## src/rtl/alu_arbiter.sv

```systemverilog
// alu_arbiter
//   Round-robin front end that shares one 8-bit ALU between two requesters.
//   Port 0 is the instruction pipeline and port 1 is an auxiliary sequencer.
//   One operation is in flight at a time. The operands and opcode are
//   registered into the ALU. The block waits a per-opcode settle time, then
//   captures RESULT/ZERO and returns them to the granted port with a
//   single-cycle response pulse.
//
// Ports
//   CLK, RESET          rising-edge clock, asynchronous active-low reset
//   REQ_VALID/READY     per-port request handshake (bit i = port i)
//   REQ_DATA1_x/DATA2_x per-port operands
//   REQ_SELECT_x        per-port ALU opcode
//   RSP_VALID           per-port one-cycle response pulse
//   RSP_RESULT/ZERO/ERR shared captured response, qualified by RSP_VALID
//   ALU_DATA1/2/SELECT  registered drive into the ALU
//   ALU_RESULT/ZERO     combinational return from the ALU
//   BUSY                high whenever an operation is in progress

module alu_arbiter #(
  parameter int SETTLE_CYCLES = 2,
  parameter int MULT_CYCLES   = 3
) (
  input  logic       CLK,
  input  logic       RESET,
  input  logic [1:0] REQ_VALID,
  output logic [1:0] REQ_READY,
  input  logic [7:0] REQ_DATA1_0,
  input  logic [7:0] REQ_DATA1_1,
  input  logic [7:0] REQ_DATA2_0,
  input  logic [7:0] REQ_DATA2_1,
  input  logic [3:0] REQ_SELECT_0,
  input  logic [3:0] REQ_SELECT_1,
  output logic [1:0] RSP_VALID,
  output logic [7:0] RSP_RESULT,
  output logic       RSP_ZERO,
  output logic       RSP_ERR,
  output logic [7:0] ALU_DATA1,
  output logic [7:0] ALU_DATA2,
  output logic [3:0] ALU_SELECT,
  input  logic [7:0] ALU_RESULT,
  input  logic       ALU_ZERO,
  output logic       BUSY
);

  // The settle counter is only 4 bits wide. Reject any wait time it cannot hold.
  generate
    if (SETTLE_CYCLES < 1 || SETTLE_CYCLES > 15) begin : g_bad_settle
      $error("alu_arbiter: SETTLE_CYCLES must be in 1..15");
    end
    if (MULT_CYCLES < 1 || MULT_CYCLES > 15) begin : g_bad_mult
      $error("alu_arbiter: MULT_CYCLES must be in 1..15");
    end
  endgenerate

  localparam logic [3:0] SETTLE_C = 4'(SETTLE_CYCLES);
  localparam logic [3:0] MULT_C   = 4'(MULT_CYCLES);
  localparam logic [3:0] SEL_MULT = 4'b0100;
  localparam logic [3:0] SEL_MAX  = 4'b1000;

  typedef enum logic [1:0] {
    S_IDLE = 2'd0,
    S_BUSY = 2'd1,
    S_DONE = 2'd2
  } state_t;

  state_t     state_q, state_d;
  logic [7:0] alu_data1_q, alu_data1_d;
  logic [7:0] alu_data2_q, alu_data2_d;
  logic [3:0] alu_select_q, alu_select_d;
  logic [3:0] count_q, count_d;
  logic       grant_q, grant_d;
  logic       last_grant_q, last_grant_d;
  logic [7:0] rsp_result_q, rsp_result_d;
  logic       rsp_zero_q, rsp_zero_d;
  logic       rsp_err_q, rsp_err_d;

  // Arbitration. A port is only granted when it is valid. Because READY
  // is returned only to a valid port, a grant here is also a handshake.
  logic       gnt_any;
  logic       gnt_port;
  logic [7:0] mux_data1;
  logic [7:0] mux_data2;
  logic [3:0] mux_select;
  logic       sel_illegal;

  always_comb begin
    gnt_any  = 1'b0;
    gnt_port = 1'b0;
    if (state_q == S_IDLE) begin
      case (REQ_VALID)
        2'b01:   begin gnt_any = 1'b1; gnt_port = 1'b0;          end
        2'b10:   begin gnt_any = 1'b1; gnt_port = 1'b1;          end
        2'b11:   begin gnt_any = 1'b1; gnt_port = ~last_grant_q; end
        default: begin gnt_any = 1'b0; gnt_port = 1'b0;          end
      endcase
    end
  end

  assign mux_data1   = gnt_port ? REQ_DATA1_1  : REQ_DATA1_0;
  assign mux_data2   = gnt_port ? REQ_DATA2_1  : REQ_DATA2_0;
  assign mux_select  = gnt_port ? REQ_SELECT_1 : REQ_SELECT_0;
  assign sel_illegal = (mux_select > SEL_MAX);

  // FSM: state register
  always_ff @(posedge CLK or negedge RESET) begin
    if (!RESET) begin
      state_q <= S_IDLE;
    end else begin
      state_q <= state_d;
    end
  end

  // FSM: next state
  always_comb begin
    state_d = state_q;
    case (state_q)
      S_IDLE: begin
        if (gnt_any) begin
          // An illegal opcode skips the ALU wait and reports an error at once.
          state_d = sel_illegal ? S_DONE : S_BUSY;
        end
      end
      S_BUSY: begin
        if (count_q == 4'd1) begin
          state_d = S_DONE;
        end
      end
      S_DONE:  state_d = S_IDLE;
      default: state_d = S_IDLE;
    endcase
  end

  // FSM: outputs
  genvar gi;
  generate
    for (gi = 0; gi < 2; gi++) begin : g_port
      always_comb begin
        REQ_READY[gi] = gnt_any && (gnt_port == 1'(gi));
        RSP_VALID[gi] = (state_q == S_DONE) && (grant_q == 1'(gi));
      end
    end
  endgenerate

  assign BUSY = (state_q != S_IDLE);

  // Datapath next-state
  always_comb begin
    alu_data1_d  = alu_data1_q;
    alu_data2_d  = alu_data2_q;
    alu_select_d = alu_select_q;
    count_d      = count_q;
    grant_d      = grant_q;
    last_grant_d = last_grant_q;
    rsp_result_d = rsp_result_q;
    rsp_zero_d   = rsp_zero_q;
    rsp_err_d    = rsp_err_q;
    case (state_q)
      S_IDLE: begin
        if (gnt_any) begin
          alu_data1_d  = mux_data1;
          alu_data2_d  = mux_data2;
          alu_select_d = mux_select;
          grant_d      = gnt_port;
          last_grant_d = gnt_port;
          if (sel_illegal) begin
            rsp_result_d = 8'd0;
            rsp_zero_d   = 1'b0;
            rsp_err_d    = 1'b1;
          end else begin
            count_d = (mux_select == SEL_MULT) ? MULT_C : SETTLE_C;
          end
        end
      end
      S_BUSY: begin
        count_d = count_q - 4'd1;
        // The ALU has had count cycles to settle on the held operands.
        if (count_q == 4'd1) begin
          rsp_result_d = ALU_RESULT;
          rsp_zero_d   = ALU_ZERO;
          rsp_err_d    = 1'b0;
        end
      end
      default: ;
    endcase
  end

  // Datapath registers. LAST_GRANT resets to 1 so that port 0 wins the first tie.
  always_ff @(posedge CLK or negedge RESET) begin
    if (!RESET) begin
      alu_data1_q  <= 8'd0;
      alu_data2_q  <= 8'd0;
      alu_select_q <= 4'd0;
      count_q      <= 4'd0;
      grant_q      <= 1'b0;
      last_grant_q <= 1'b1;
      rsp_result_q <= 8'd0;
      rsp_zero_q   <= 1'b0;
      rsp_err_q    <= 1'b0;
    end else begin
      alu_data1_q  <= alu_data1_d;
      alu_data2_q  <= alu_data2_d;
      alu_select_q <= alu_select_d;
      count_q      <= count_d;
      grant_q      <= grant_d;
      last_grant_q <= last_grant_d;
      rsp_result_q <= rsp_result_d;
      rsp_zero_q   <= rsp_zero_d;
      rsp_err_q    <= rsp_err_d;
    end
  end

  assign ALU_DATA1  = alu_data1_q;
  assign ALU_DATA2  = alu_data2_q;
  assign ALU_SELECT = alu_select_q;
  assign RSP_RESULT = rsp_result_q;
  assign RSP_ZERO   = rsp_zero_q;
  assign RSP_ERR    = rsp_err_q;

endmodule

```

## config.mk

```make
export PLATFORM = sky130hd
export DESIGN_NAME = alu_arbiter
export DESIGN_NICKNAME = d
export VERILOG_FILES = /design/src/rtl/alu_arbiter.sv
export SDC_FILE = /design/constraint.sdc
export NUM_CORES = 1
export LEC_CHECK = 0
export CORE_MARGIN = 2
export CORE_UTILIZATION = 30
export CTS_BUF_LIST = sky130_fd_sc_hd__clkbuf_8
export DETAILED_ROUTE_END_ITERATION = 7
export GPL_ROUTABILITY_DRIVEN = 0
export SLEW_MARGIN = 0
export SYNTH_ARGS = -nofsm -noshare
export SYNTH_HDL_FRONTEND = slang
export SYNTH_SLANG_ARGS = --single-unit
```

## constraint.sdc

```tcl
create_clock -name CLK -period 2.3 [get_ports CLK]
set_input_delay 0.69 -clock CLK [delete_from_list [all_inputs] [get_ports CLK]]
set_output_delay 0.69 -clock CLK [all_outputs]
set_load 0.1 [all_outputs]
```

==> flow_results.org <==
** Run status
- Result of the run :: complete, no violations

** Global routing
- The first global-routing pass estimated 7730 um of wire.
- For this run, the total global-route usage over all layers was measured as 15.0%.
- Maximum number of pins on one net before global-route repair :: 39
- The number of antenna violations at the first check in global routing came to 0.
- The number of global-route vias before repair came to 1591.
- Grt total ovfl :: 0

** Finish
- Of the cells placed in the final design, the portion with a size suffix greater than 1 is 27.8%.
- Footprint of the multi-input gates :: 845 sq um
- From synthesis to final layout, the design area changed by 62.0%.
- The number of antenna diodes in the final layout is 0.
- The layout has 579 filler cells.
- In the final layout, flip-flops and latches occupy 955 sq um.
- After the last flow step, the layout net total stands at 335.
- Leading cell type in the layout, fill and taps excluded :: sky130_fd_sc_hd__clkdlybuf4s50_1
- In the layout the commonest cells are sky130_fd_sc_hd__clkdlybuf4s50_1, sky130_fd_sc_hd__buf_4, sky130_fd_sc_hd__dfrtp_1.

** Timing
- Period minus WS final :: 2.23 ns
- The worst pin sits at a relative slew slack of 73.6%.
- Final setup vio count :: 0
- Peak clock frequency supported by timing :: 449 MHz
- Fin Hold WS :: 0.344 ns
- Final worst path period share :: 96.8%
- Setup clock skew after layout :: 0.00512 ns
- The number of hold-slack violations in the final timing report was 0.
- Setup repair after global routing left no endpoint under its margin.
- At the pin with the least slew margin, the transition time is 0.395 ns.
- The final-report max-slew violation count is 0.

** CTS
- The tree built by TritonCTS fans out to 38 sinks.
- In this run the number of H-tree levels came out at 2.
- Clock-pin slew was measured on the worst setup and hold paths at 0.08 ns.
- TritonCTS built the clock tree.
- The clock reaches the later pin of the worst-skew pair after 0.29 ns.
- Max Root-Sink Buffers :: 2
- The number of clock buffers added by TritonCTS is 5.
- The root buffer cell chosen for the clock tree is sky130_fd_sc_hd__clkbuf_8.

** Route
- Final wirelength :: 5070 um
- In the routed design, unresolved DRC markers number 0.
- Dividing the detail-routed via count by the number of cells gives 4.77.
- After detailed routing, the average wire length per cell comes to 14.2 um.
- Total via count after detailed routing :: 1699
- The pre-antenna-repair detailed-routing pass consisted of 4 iterations.
- In this run, the number of DRC markers left after iteration 0 of detailed routing was 103.
- Remaining antenna violation count after routing :: 0

** Logic synthesis
- Gate count after technology mapping :: 174
- The Yosys step of the flow raised 0 warnings.
- Sequential area share after synthesis :: 51.2%
- In this run the cell area of the synthesized design comes to 1860 sq um.
- Post-synth EDFFs :: 0
- Synthesized Nets :: 229
- Synthesis inferred 38 register bits.
- A synthesized cell averages 10.7 sq um.
- The most used flip-flop cell after synthesis is sky130_fd_sc_hd__dfrtp_1.
- Number of distinct library cells after synthesis :: 43
- Share of synthesized flip-flops with an asynchronous set or reset :: 100%

** Critical path
- Worst EP arrival :: 1.54 ns
- For the worst setup path, the data required time is 1.61 ns.
- In this design, the largest share of critical-path delay is due to flip-flops.
- Number of buffer and inverter instances along the worst setup path :: 1
- CP endpoint kind :: output pin
- Of all nets on the critical path, the largest fanout is 8.
- On the worst path, the slowest cell contributes a delay of 0.47 ns.
- On the critical path, the stage with the largest delay is an instance of sky130_fd_sc_hd__dfrtp_2.
- Sequence of cells on the critical path :: or2_4 > o21bai_4 > nor2_4 > buf_12
- R2r startpoint :: state_q[0]
- Kind of start point of the critical path :: flop
- CP Launch Point :: state_q[0]
- Start-to-end type of the worst setup path :: flop to output pin

** Floorplan
- Overall die width :: 82.7 um
- Area of the placeable core :: 5960 sq um
- Count of pins on the block boundary :: 88
- Area of the die :: 6840 sq um
- For this configuration, the core starts out at a cell density of 31.2%.
- The floorplan has 28 rows.
- Y dimension of the die :: 82.7 um

** Place
- IO Port Bufs :: 87
- The wire-length estimate of the detail-placed layout is 3710 um.

** Job
- Max-capacitance violation count :: 0

** Min path
- The tightest min-delay check is of the primary input to asynchronous set/reset pin type.
==> Yosys cell counts (3+ instances only) <==
library cell              number  area share [%]
sky130_fd_sc_hd__buf_6         3             1.8
sky130_fd_sc_hd__a22o_1       16             7.5
sky130_fd_sc_hd__nor3_1        3            0.81
sky130_fd_sc_hd__inv_1         3            0.61
sky130_fd_sc_hd__o21ai_1       9             2.4
sky130_fd_sc_hd__a21o_1       18             7.3
sky130_fd_sc_hd__nand2_1      29             5.9
sky130_fd_sc_hd__mux2i_1       4             2.2
sky130_fd_sc_hd__o21ai_0       8             2.2
sky130_fd_sc_hd__dfrtp_1      37              50
==> worst paths after layout <==
path | to | slack, ns | cells past startpoint
max in group asynchronous | last_grant_q | 1.70 | 2
worst max-delay path | REQ_READY[0] | 0.07 | 4
worst max register to register | RSP_RESULT[5] | 0.50 | 6
worst min-delay path | RSP_RESULT[6] | 0.34 | 2
min in group CLK | ALU_SELECT[3] | 0.49 | 2
worst min register to register | ALU_SELECT[3] | 0.49 | 2
==> per-stage QoR <==
stage / instances / worst slack (ns) / setup TNS, ns / utilization (%) / area, sq um
global route: 356 / 0.00136 / 0 / 50.5 / 3010
detailed placement: 346 / -0.284 / -1.52 / 48.7 / 2900
floorplan: 174 / -0.0607 / -0.0607 / - / 1870
finish: 356 / 0.0725 / 0 / 50.5 / 3010
global placement: 346 / -0.281 / -1.25 / 48.7 / 2900
CTS: 354 / 0.0173 / 0 / 50.2 / 2990
==> timing repair <==
action | in CTS | in global routing
setup endpoints to repair | 2 | 1
cloned | 0 | 0
setup buffers | 0 | 2
pin swaps | 3 | 0
hold buffers | 0 | 0
resized for setup | 6 | 2
==> registers in the layout, indices dropped and copies added (netlist names) <==
name	count
state_q	2
RSP_RESULT	8
ALU_DATA1	8
ALU_DATA2	8
grant_q	1
last_grant_q	1
count_q	4
ALU_SELECT	4
RSP_ERR	1
RSP_ZERO	1
==> area by class of cell <==
cell class,instances,share of cell area (%)
inverters,3,0.374
repair buffers,107,33.6
multi-input cells,125,28.1
well taps,75,3.12
clock inverters,2,0.416
flip-flops and latches,38,31.7
clock buffers,6,2.74
==> layer usage <==
metal | track usage (%) | part of all wire (%) | routed length (um)
met5 | 0 | 0 | 0
met4 | 2.95 | 0.51 | 26
met3 | 5.54 | 8.1 | 409
met2 | 24.5 | 44 | 2240
met1 | 19.2 | 47 | 2390
==> logic make-up (layout without fill, tap and decap cells) <==
family | count (synthesis) | in the layout | share of synthesized area (%)
buffers and inverters | 11 | 118 | 3.97
XOR/XNOR | 1 | 1 | 0.471
multiplexers | 5 | 5 | 2.76
AO/OA/AOI/OAI | 66 | 66 | 26.2
AND/OR/NAND/NOR | 51 | 51 | 14.0
adder cells (fa/ha/maj) | 2 | 2 | 1.35
flip-flops | 38 | 38 | 51.2
Power is left out: the tool's default activity adds up to more than one toggle a clock period on the data nets, which glitch-free logic cannot reach.
